===== src/rtl/alu_pkg.sv =====
// Shared definitions for the ALU arbiter: op encodings, FSM state type and
// the per-op execution latency.
package alu_pkg;

  localparam logic [2:0] OP_ADD = 3'b000;
  localparam logic [2:0] OP_SUB = 3'b001;
  localparam logic [2:0] OP_MUL = 3'b010;
  localparam logic [2:0] OP_DIV = 3'b011;

  typedef enum logic [1:0] {IDLE, EXEC, RESP} state_t;

  // Illegal ops (1xx) and divide-by-zero
  function automatic logic op_err(input logic [2:0] op, input logic div0);
    return op[2] || (op == OP_DIV && div0);
  endfunction

  // EXEC cycles for an op; error cases finish in a single cycle
  function automatic int op_lat(input logic [2:0] op, input logic div0,
                                input int mul_lat, input int div_lat);
    if (op_err(op, div0)) return 1;
    case (op)
      OP_MUL:  return mul_lat;
      OP_DIV:  return div_lat;
      default: return 1;
    endcase
  endfunction

endpackage


===== src/rtl/alu_core.sv =====
// Combinational integer ALU: add/sub/mul/unsigned div on zero-extended
// operands; produces 0 when invalid is high or the divisor is zero.
module alu_core import alu_pkg::*; #(
  parameter int WIDTH = 8
) (
  input  logic [2:0]         op,
  input  logic               invalid,
  input  logic [WIDTH-1:0]   a,
  input  logic [WIDTH-1:0]   b,
  output logic [2*WIDTH-1:0] result
);

  logic [2*WIDTH-1:0] ax, bx;
  assign ax = {{WIDTH{1'b0}}, a};
  assign bx = {{WIDTH{1'b0}}, b};

  // Datapath select; sub wraps modulo 2^(2*WIDTH)
  always_comb begin
    result = '0;
    if (!invalid) begin
      case (op)
        OP_ADD:  result = ax + bx;
        OP_SUB:  result = ax - bx;
        OP_MUL:  result = ax * bx;
        OP_DIV:  result = (b == '0) ? '0 : ax / bx;
        default: result = '0;
      endcase
    end
  end

endmodule


===== src/rtl/alu_rr_arbiter.sv =====
// NREQ-wide round-robin arbiter. Grant is combinational from req starting at
// ptr; ptr moves to one past the winner when en is high.
module alu_rr_arbiter #(
  parameter int NREQ = 4,
  localparam int IW  = $clog2(NREQ)
) (
  input  logic            clk,
  input  logic            rst,
  input  logic [NREQ-1:0] req,
  input  logic            en,
  output logic [NREQ-1:0] grant,
  output logic [IW-1:0]   gidx,
  output logic            hit
);

  logic [IW-1:0] ptr;
  int            idx;

  // First asserted request at or after ptr, wrapping
  always_comb begin
    grant = '0;
    gidx  = '0;
    hit   = 1'b0;
    idx   = 0;
    for (int k = 0; k < NREQ; k++) begin
      idx = int'(ptr) + k;
      if (idx >= NREQ) idx = idx - NREQ;
      if (!hit && req[idx]) begin
        hit        = 1'b1;
        grant[idx] = 1'b1;
        gidx       = IW'(idx);
      end
    end
  end

  // Pointer advances past the winner on each accepted grant
  always_ff @(posedge clk) begin
    if (rst)                 ptr <= '0;
    else if (en && hit)      ptr <= (int'(gidx) == NREQ-1) ? '0 : gidx + 1'b1;
  end

endmodule


===== src/rtl/alu_arbiter.sv =====
// Round-robin scheduler sharing one ALU among NREQ requesters.
// Optional error statistics: define ALU_ARBITER_STATS_EN to build err_count.
module alu_arbiter import alu_pkg::*; #(
  parameter int WIDTH   = 8,
  parameter int NREQ    = 4,
  parameter int MUL_LAT = 3,
  parameter int DIV_LAT = 8
) (
  input  logic                     clk,
  input  logic                     rst,
  input  logic [NREQ-1:0]          req_valid,
  output logic [NREQ-1:0]          req_ready,
  input  logic [3*NREQ-1:0]        req_op,
  input  logic [WIDTH*NREQ-1:0]    req_in0,
  input  logic [WIDTH*NREQ-1:0]    req_in1,
  output logic                     rsp_valid,
  input  logic                     rsp_ready,
  output logic [$clog2(NREQ)-1:0]  rsp_id,
  output logic [2*WIDTH-1:0]       rsp_data,
  output logic                     rsp_zero,
  output logic                     rsp_error,
  output logic [15:0]              err_count
);

  localparam int IW   = $clog2(NREQ);
  localparam int LMAX = (MUL_LAT > DIV_LAT) ? MUL_LAT : DIV_LAT;
  localparam int CW   = (LMAX > 1) ? $clog2(LMAX) : 1;

  state_t             state, state_nx;
  logic [NREQ-1:0]    grant;
  logic [IW-1:0]      gidx, id_q;
  logic               hit, take, err_now, done;
  logic [2:0]         op_sel, op_q;
  logic [WIDTH-1:0]   a_sel, b_sel, a_q, b_q;
  logic [CW-1:0]      cnt;
  logic [2*WIDTH-1:0] alu_res;

  assign take      = (state == IDLE) && hit;
  assign req_ready = (state == IDLE) ? grant : '0;
  assign rsp_valid = (state == RESP);
  assign op_sel    = req_op[3*gidx +: 3];
  assign a_sel     = req_in0[WIDTH*gidx +: WIDTH];
  assign b_sel     = req_in1[WIDTH*gidx +: WIDTH];
  assign err_now   = op_err(op_q, b_q == '0);
  assign done      = (state == EXEC) && (cnt == '0);

  alu_rr_arbiter #(.NREQ(NREQ)) u_arb (
    .clk(clk), .rst(rst), .req(req_valid), .en(state == IDLE),
    .grant(grant), .gidx(gidx), .hit(hit)
  );

  alu_core #(.WIDTH(WIDTH)) u_alu (
    .op(op_q), .invalid(op_q[2]), .a(a_q), .b(b_q), .result(alu_res)
  );

  // State register
  always_ff @(posedge clk) begin
    if (rst) state <= IDLE;
    else     state <= state_nx;
  end

  // Next-state logic
  always_comb begin
    state_nx = state;
    case (state)
      IDLE:    if (hit) state_nx = EXEC;
      EXEC:    if (cnt == '0) state_nx = RESP;
      RESP:    if (rsp_ready) state_nx = IDLE;
      default: state_nx = IDLE;
    endcase
  end

  // Operand latch, latency counter and registered response fields
  always_ff @(posedge clk) begin
    if (rst) begin
      op_q      <= '0;
      a_q       <= '0;
      b_q       <= '0;
      id_q      <= '0;
      cnt       <= '0;
      rsp_id    <= '0;
      rsp_data  <= '0;
      rsp_zero  <= 1'b0;
      rsp_error <= 1'b0;
    end else begin
      if (take) begin
        op_q <= op_sel;
        a_q  <= a_sel;
        b_q  <= b_sel;
        id_q <= gidx;
        cnt  <= CW'(op_lat(op_sel, b_sel == '0, MUL_LAT, DIV_LAT) - 1);
      end else if (state == EXEC && cnt != '0) begin
        cnt <= cnt - 1'b1;
      end
      if (done) begin
        rsp_id    <= id_q;
        rsp_data  <= err_now ? '0 : alu_res;
        rsp_error <= err_now;
        rsp_zero  <= !err_now && (alu_res == '0);
      end
    end
  end

`ifdef ALU_ARBITER_STATS_EN
  // Saturating count of error responses handed off
  always_ff @(posedge clk) begin
    if (rst)
      err_count <= '0;
    else if (rsp_valid && rsp_ready && rsp_error && err_count != 16'hFFFF)
      err_count <= err_count + 16'd1;
  end
`else
  assign err_count = '0;
`endif

endmodule

===== config.mk =====
export PLATFORM = sky130hd
export DESIGN_NAME = alu_arbiter
export DESIGN_NICKNAME = d
export VERILOG_FILES = /design/src/rtl/alu_pkg.sv /design/src/rtl/alu_core.sv /design/src/rtl/alu_rr_arbiter.sv /design/src/rtl/alu_arbiter.sv
export SDC_FILE = /design/constraint.sdc
export NUM_CORES = 1
export LEC_CHECK = 0
export ABC_AREA = 1
export CORE_ASPECT_RATIO = 0.75
export CORE_MARGIN = 2
export CORE_UTILIZATION = 45
export CTS_CLUSTER_SIZE = 25
export DETAILED_ROUTE_END_ITERATION = 7
export GPL_TIMING_DRIVEN = 0
export PLACE_DENSITY = 0.65
export SYNTH_ARGS = -nofsm -noshare
export SYNTH_HDL_FRONTEND = slang
export SYNTH_SLANG_ARGS = --single-unit

===== constraint.sdc =====
create_clock -name clk -period 30 [get_ports clk]
set_input_delay 9 -clock clk [delete_from_list [all_inputs] [get_ports clk]]
set_output_delay 9 -clock clk [all_outputs]
set_load 0.005 [all_outputs]

==> reports/qor.yml <==
timing:
  fin_skew_ns: 0.00752
  timing.max_slew.rel_slack: 0.198
  timing_max_transition_violations_final: 0
  worst_slew_pin_slew_ns: 1.20
  fmaxAchievable_mhz: 36.5
  report.final.setup_viol: 0
  timing.final.hold_violations: 0
  period_share: 0.914
  layout_setup_ws_ns: 2.57
  final.min_clock_period_ns: 27.43
worst_setup_path:
  critPathMostFrequentCell: "sky130_fd_sc_hd__nand2_1"
  worst_r2r_path_depth: 201
  critical_path_required_ns: 30.16
  cell_type_of_the_slowest_stage_on_the_worst_timing_path: "sky130_fd_sc_hd__ha_1"
  cp.arrival_ns: 27.60
  path_max_fanout: 12
  critPathLaunchType: "register"
  critical_path_buf_inv_count: 37
  critical_path.startpoint: "b_q[1]"
  worstReg2RegStart: "b_q[1]"
  end_kind: "register"
  r2r_slack_ns: 2.57
  reg_to_reg_endpoint: "rsp_data[0]"
  timing_worst_setup_path_type: "reg2reg"
  critPathMaxStageDelay_ns: 0.36
  path_delay_family: "compound AO/OA/AOI/OAI gates"
placement:
  postPlaceCellArea_um2: 12600
  placement.setup.worst_slack_ns: -0.288
  detailedPlacementHpwl_um: 26300
  io_buffers: 106
  finalWeightedCongestion: 0.896
  post-place-cells: 2219
detailed_routing:
  first_pass_iters: 5
  drt_iter0_markers: 774
  finalWirelength_um: 32100
  vias_per_cell: 5.09
  detail_route.wl_per_cell_um: 14.3
  route.detailed.drc: 0
  ant_nets: 0
  vias: 11400
cts:
  clkSlewWorstSetupHoldPaths_ns: 0.07
  cts_tree: "done"
  numCtsBuffers: 5
  holdBufCountCts: 0
  clock_tree.htree_level_count: 2
  worst_skew_pair.late_latency_ns: 0.29
  clock_tree.root_cell: "sky130_fd_sc_hd__clkbuf_16"
  clock_tree.buffer_depth: 2
  cts.sink_count: 48
die:
  rows: 49
  core_region_area_um2: 24000
  io_pins: 124
  dieArea_um2: 25800
  dieHeight_um: 140
  initial_core_util: 0.460
  die_width_um: 185
layout:
  antenna_cells: 0
  post_route_design_area_um2: 13100
  finish.net_count: 2200
  syn_to_final_growth_pct: 18.7
  drive_gt1_frac: 0.0907
  layoutNonFillerInstCount: 2249
yosys:
  netlist_instances: 1759
  mappedNetlistArea_um2: 11000
  ys_async_sr_fraction: 0
  yosys_warnings: 0
  ys_top_cells_by_area: "sky130_fd_sc_hd__ha_1, sky130_fd_sc_hd__nand2_1, sky130_fd_sc_hd__inv_1"
  post-synth-top-area-fraction: 0.182
  synth.avg_cell_area_um2: 6.28
  yosysSeqAreaShare: 0.0870
  dominantRegCellSynth: "sky130_fd_sc_hd__dfxtp_1"
  yosys_register_bits: 48
  synth_top_cell_by_area: "sky130_fd_sc_hd__ha_1"
  synth_cell_type_count: 58
  synth_edf_count: 0
worst_hold_path:
  min-delay-start: "rsp_data[10]"
  worst_hold_path.num_cells: 2
  hold_path_end: "rsp_data[10]"
  min-delay-path-class: "reg2reg"
grt:
  grt_first_pass_wirelength_um: 52100
  antenna_found_initial: 0
  grt_start_max_net_pins: 20
  grt_pass1_vias: 10600
  grt_util_overall: 0.248
  globalRoute.totalOverflow: 0
outcome:
  run_status: "complete, no violations"
flow_run:
  timing.max_cap.violations: 0
## metal layers
layer | track usage | up-vias | share of wire
met4 | 0.0313 | 0 | 0.0087
met5 | 0 | - | 0
li1 | - | 5963 | -
met1 | 0.374 | 5195 | 0.50
met2 | 0.387 | 259 | 0.43
met3 | 0.0275 | 20 | 0.056
## metrics by stage
| step | TNS (ns) | hold slack [ns] | util |
|---|---|---|---|
| 5_1_grt | -0.176 | 0.495 | 0.545 |
| 3_3_place_gp | 0 | 0.458 | 0.525 |
| 3_5_place_dp | -0.546 | 0.460 | 0.525 |
| 6_report | 0 | 0.472 | 0.545 |
| 2_1_floorplan | 0 | 0.450 | - |
| 4_1_cts | 0 | 0.472 | 0.531 |
## synthesized netlist by cell type, drive strengths merged (19+ instances only)
library cell / count
nand2: 424
a21o: 19
o21ai: 162
clkbuf: 36
a21oi: 89
nand3: 88
inv: 308
xor2: 36
dfxtp: 48
fa: 38
buf: 31
xnor2: 30
nor2: 156
ha: 161
o21bai: 19
## timing repair
item                       4_1_cts  5_1_grt
gates cloned                     0        1
hold endpoints to repair         0        0
buffers inserted                 1       23
setup endpoints to repair        2        3
pin swaps                        0        6
gates resized for setup          5       70
## registers in the layout, summed over array words and instances, names as in the netlist, named ones only
signal and cells:
rsp_data 16, op_q 3, b_q 8, u_arb.ptr 1, state 2, rsp_error 1
rsp_id 2, id_q 2, cnt 3, a_q 8, rsp_zero 1
## worst max path at each step
stage	to	slack, ns	cells past startpoint
CTS	rsp_data[0]	0.07	202
global placement	rsp_data[0]	0.14	202
global route	rsp_data[0]	-0.1	205
floorplan	rsp_data[0]	4.33	197
detailed placement	rsp_data[0]	-0.29	201
finish	rsp_data[0]	2.57	201
## area by class of cell
cell class | count | area (µm²)
Buffer | 65 | 364
Clock inverter | 2 | 12.5
Tap cell | 331 | 414
Multi-Input combinational cell | 1356 | 8780
Fill cell | 2450 | 10900
Timing Repair inverter | 1 | 5.00
Clock buffer | 5 | 125
Sequential cell | 48 | 962
Timing Repair Buffer | 130 | 1240
Inverter | 311 | 1200
## kinds of logic (layout without fill, tap and decap cells)
| kind of cell | Yosys count | in the layout | synth area share |
|---|---|---|---|
| simple gates | 718 | 718 | 0.289 |
| buf+inv | 378 | 514 | 0.137 |
| compound gates | 349 | 349 | 0.183 |
| fa+ha+maj | 199 | 199 | 0.251 |
| xor+xnor | 66 | 66 | 0.0523 |
| flops | 48 | 48 | 0.0870 |
| other cells | 1 | 24 | 0.000340 |
## cells in the final DEF, fill, tap and decap left out, drive strengths merged, types with 2 or more instances in the layout
cell / netlist / routed
nand2: 424 / 424
inv: 308 / 305
o21ai: 162 / 162
ha: 161 / 161
nor2: 156 / 156
clkdlybuf4s50: 0 / 106
a21oi: 89 / 89
nand3: 88 / 88
buf: 31 / 52
dfxtp: 48 / 48
clkbuf: 36 / 42
fa: 38 / 38
xor2: 36 / 36
xnor2: 30 / 30
conb: 1 / 24
a21o: 19 / 19
o21bai: 19 / 19
o22ai: 15 / 15
nor3: 15 / 15
nand4: 13 / 13
or2: 8 / 8
nor4: 6 / 6
o31ai: 6 / 6
o211ai: 6 / 6
o21a: 5 / 5
a31oi: 5 / 5
o221ai: 5 / 5
clkinvlp: 0 / 5
and2: 4 / 4
o2111ai: 4 / 4
clkinv: 3 / 4
a22oi: 3 / 3
a41oi: 3 / 3
a211oi: 3 / 3
or4: 2 / 2
## worst min-delay path, cell delays in order (launching register included)
cell                      delay, ns
sky130_fd_sc_hd__dfxtp_1       0.31
sky130_fd_sc_hd__nand2_1       0.06
sky130_fd_sc_hd__a21oi_1       0.05
Power is not shown: default switching activity piles up to over one toggle a cycle in this logic, so the estimate is an artifact.
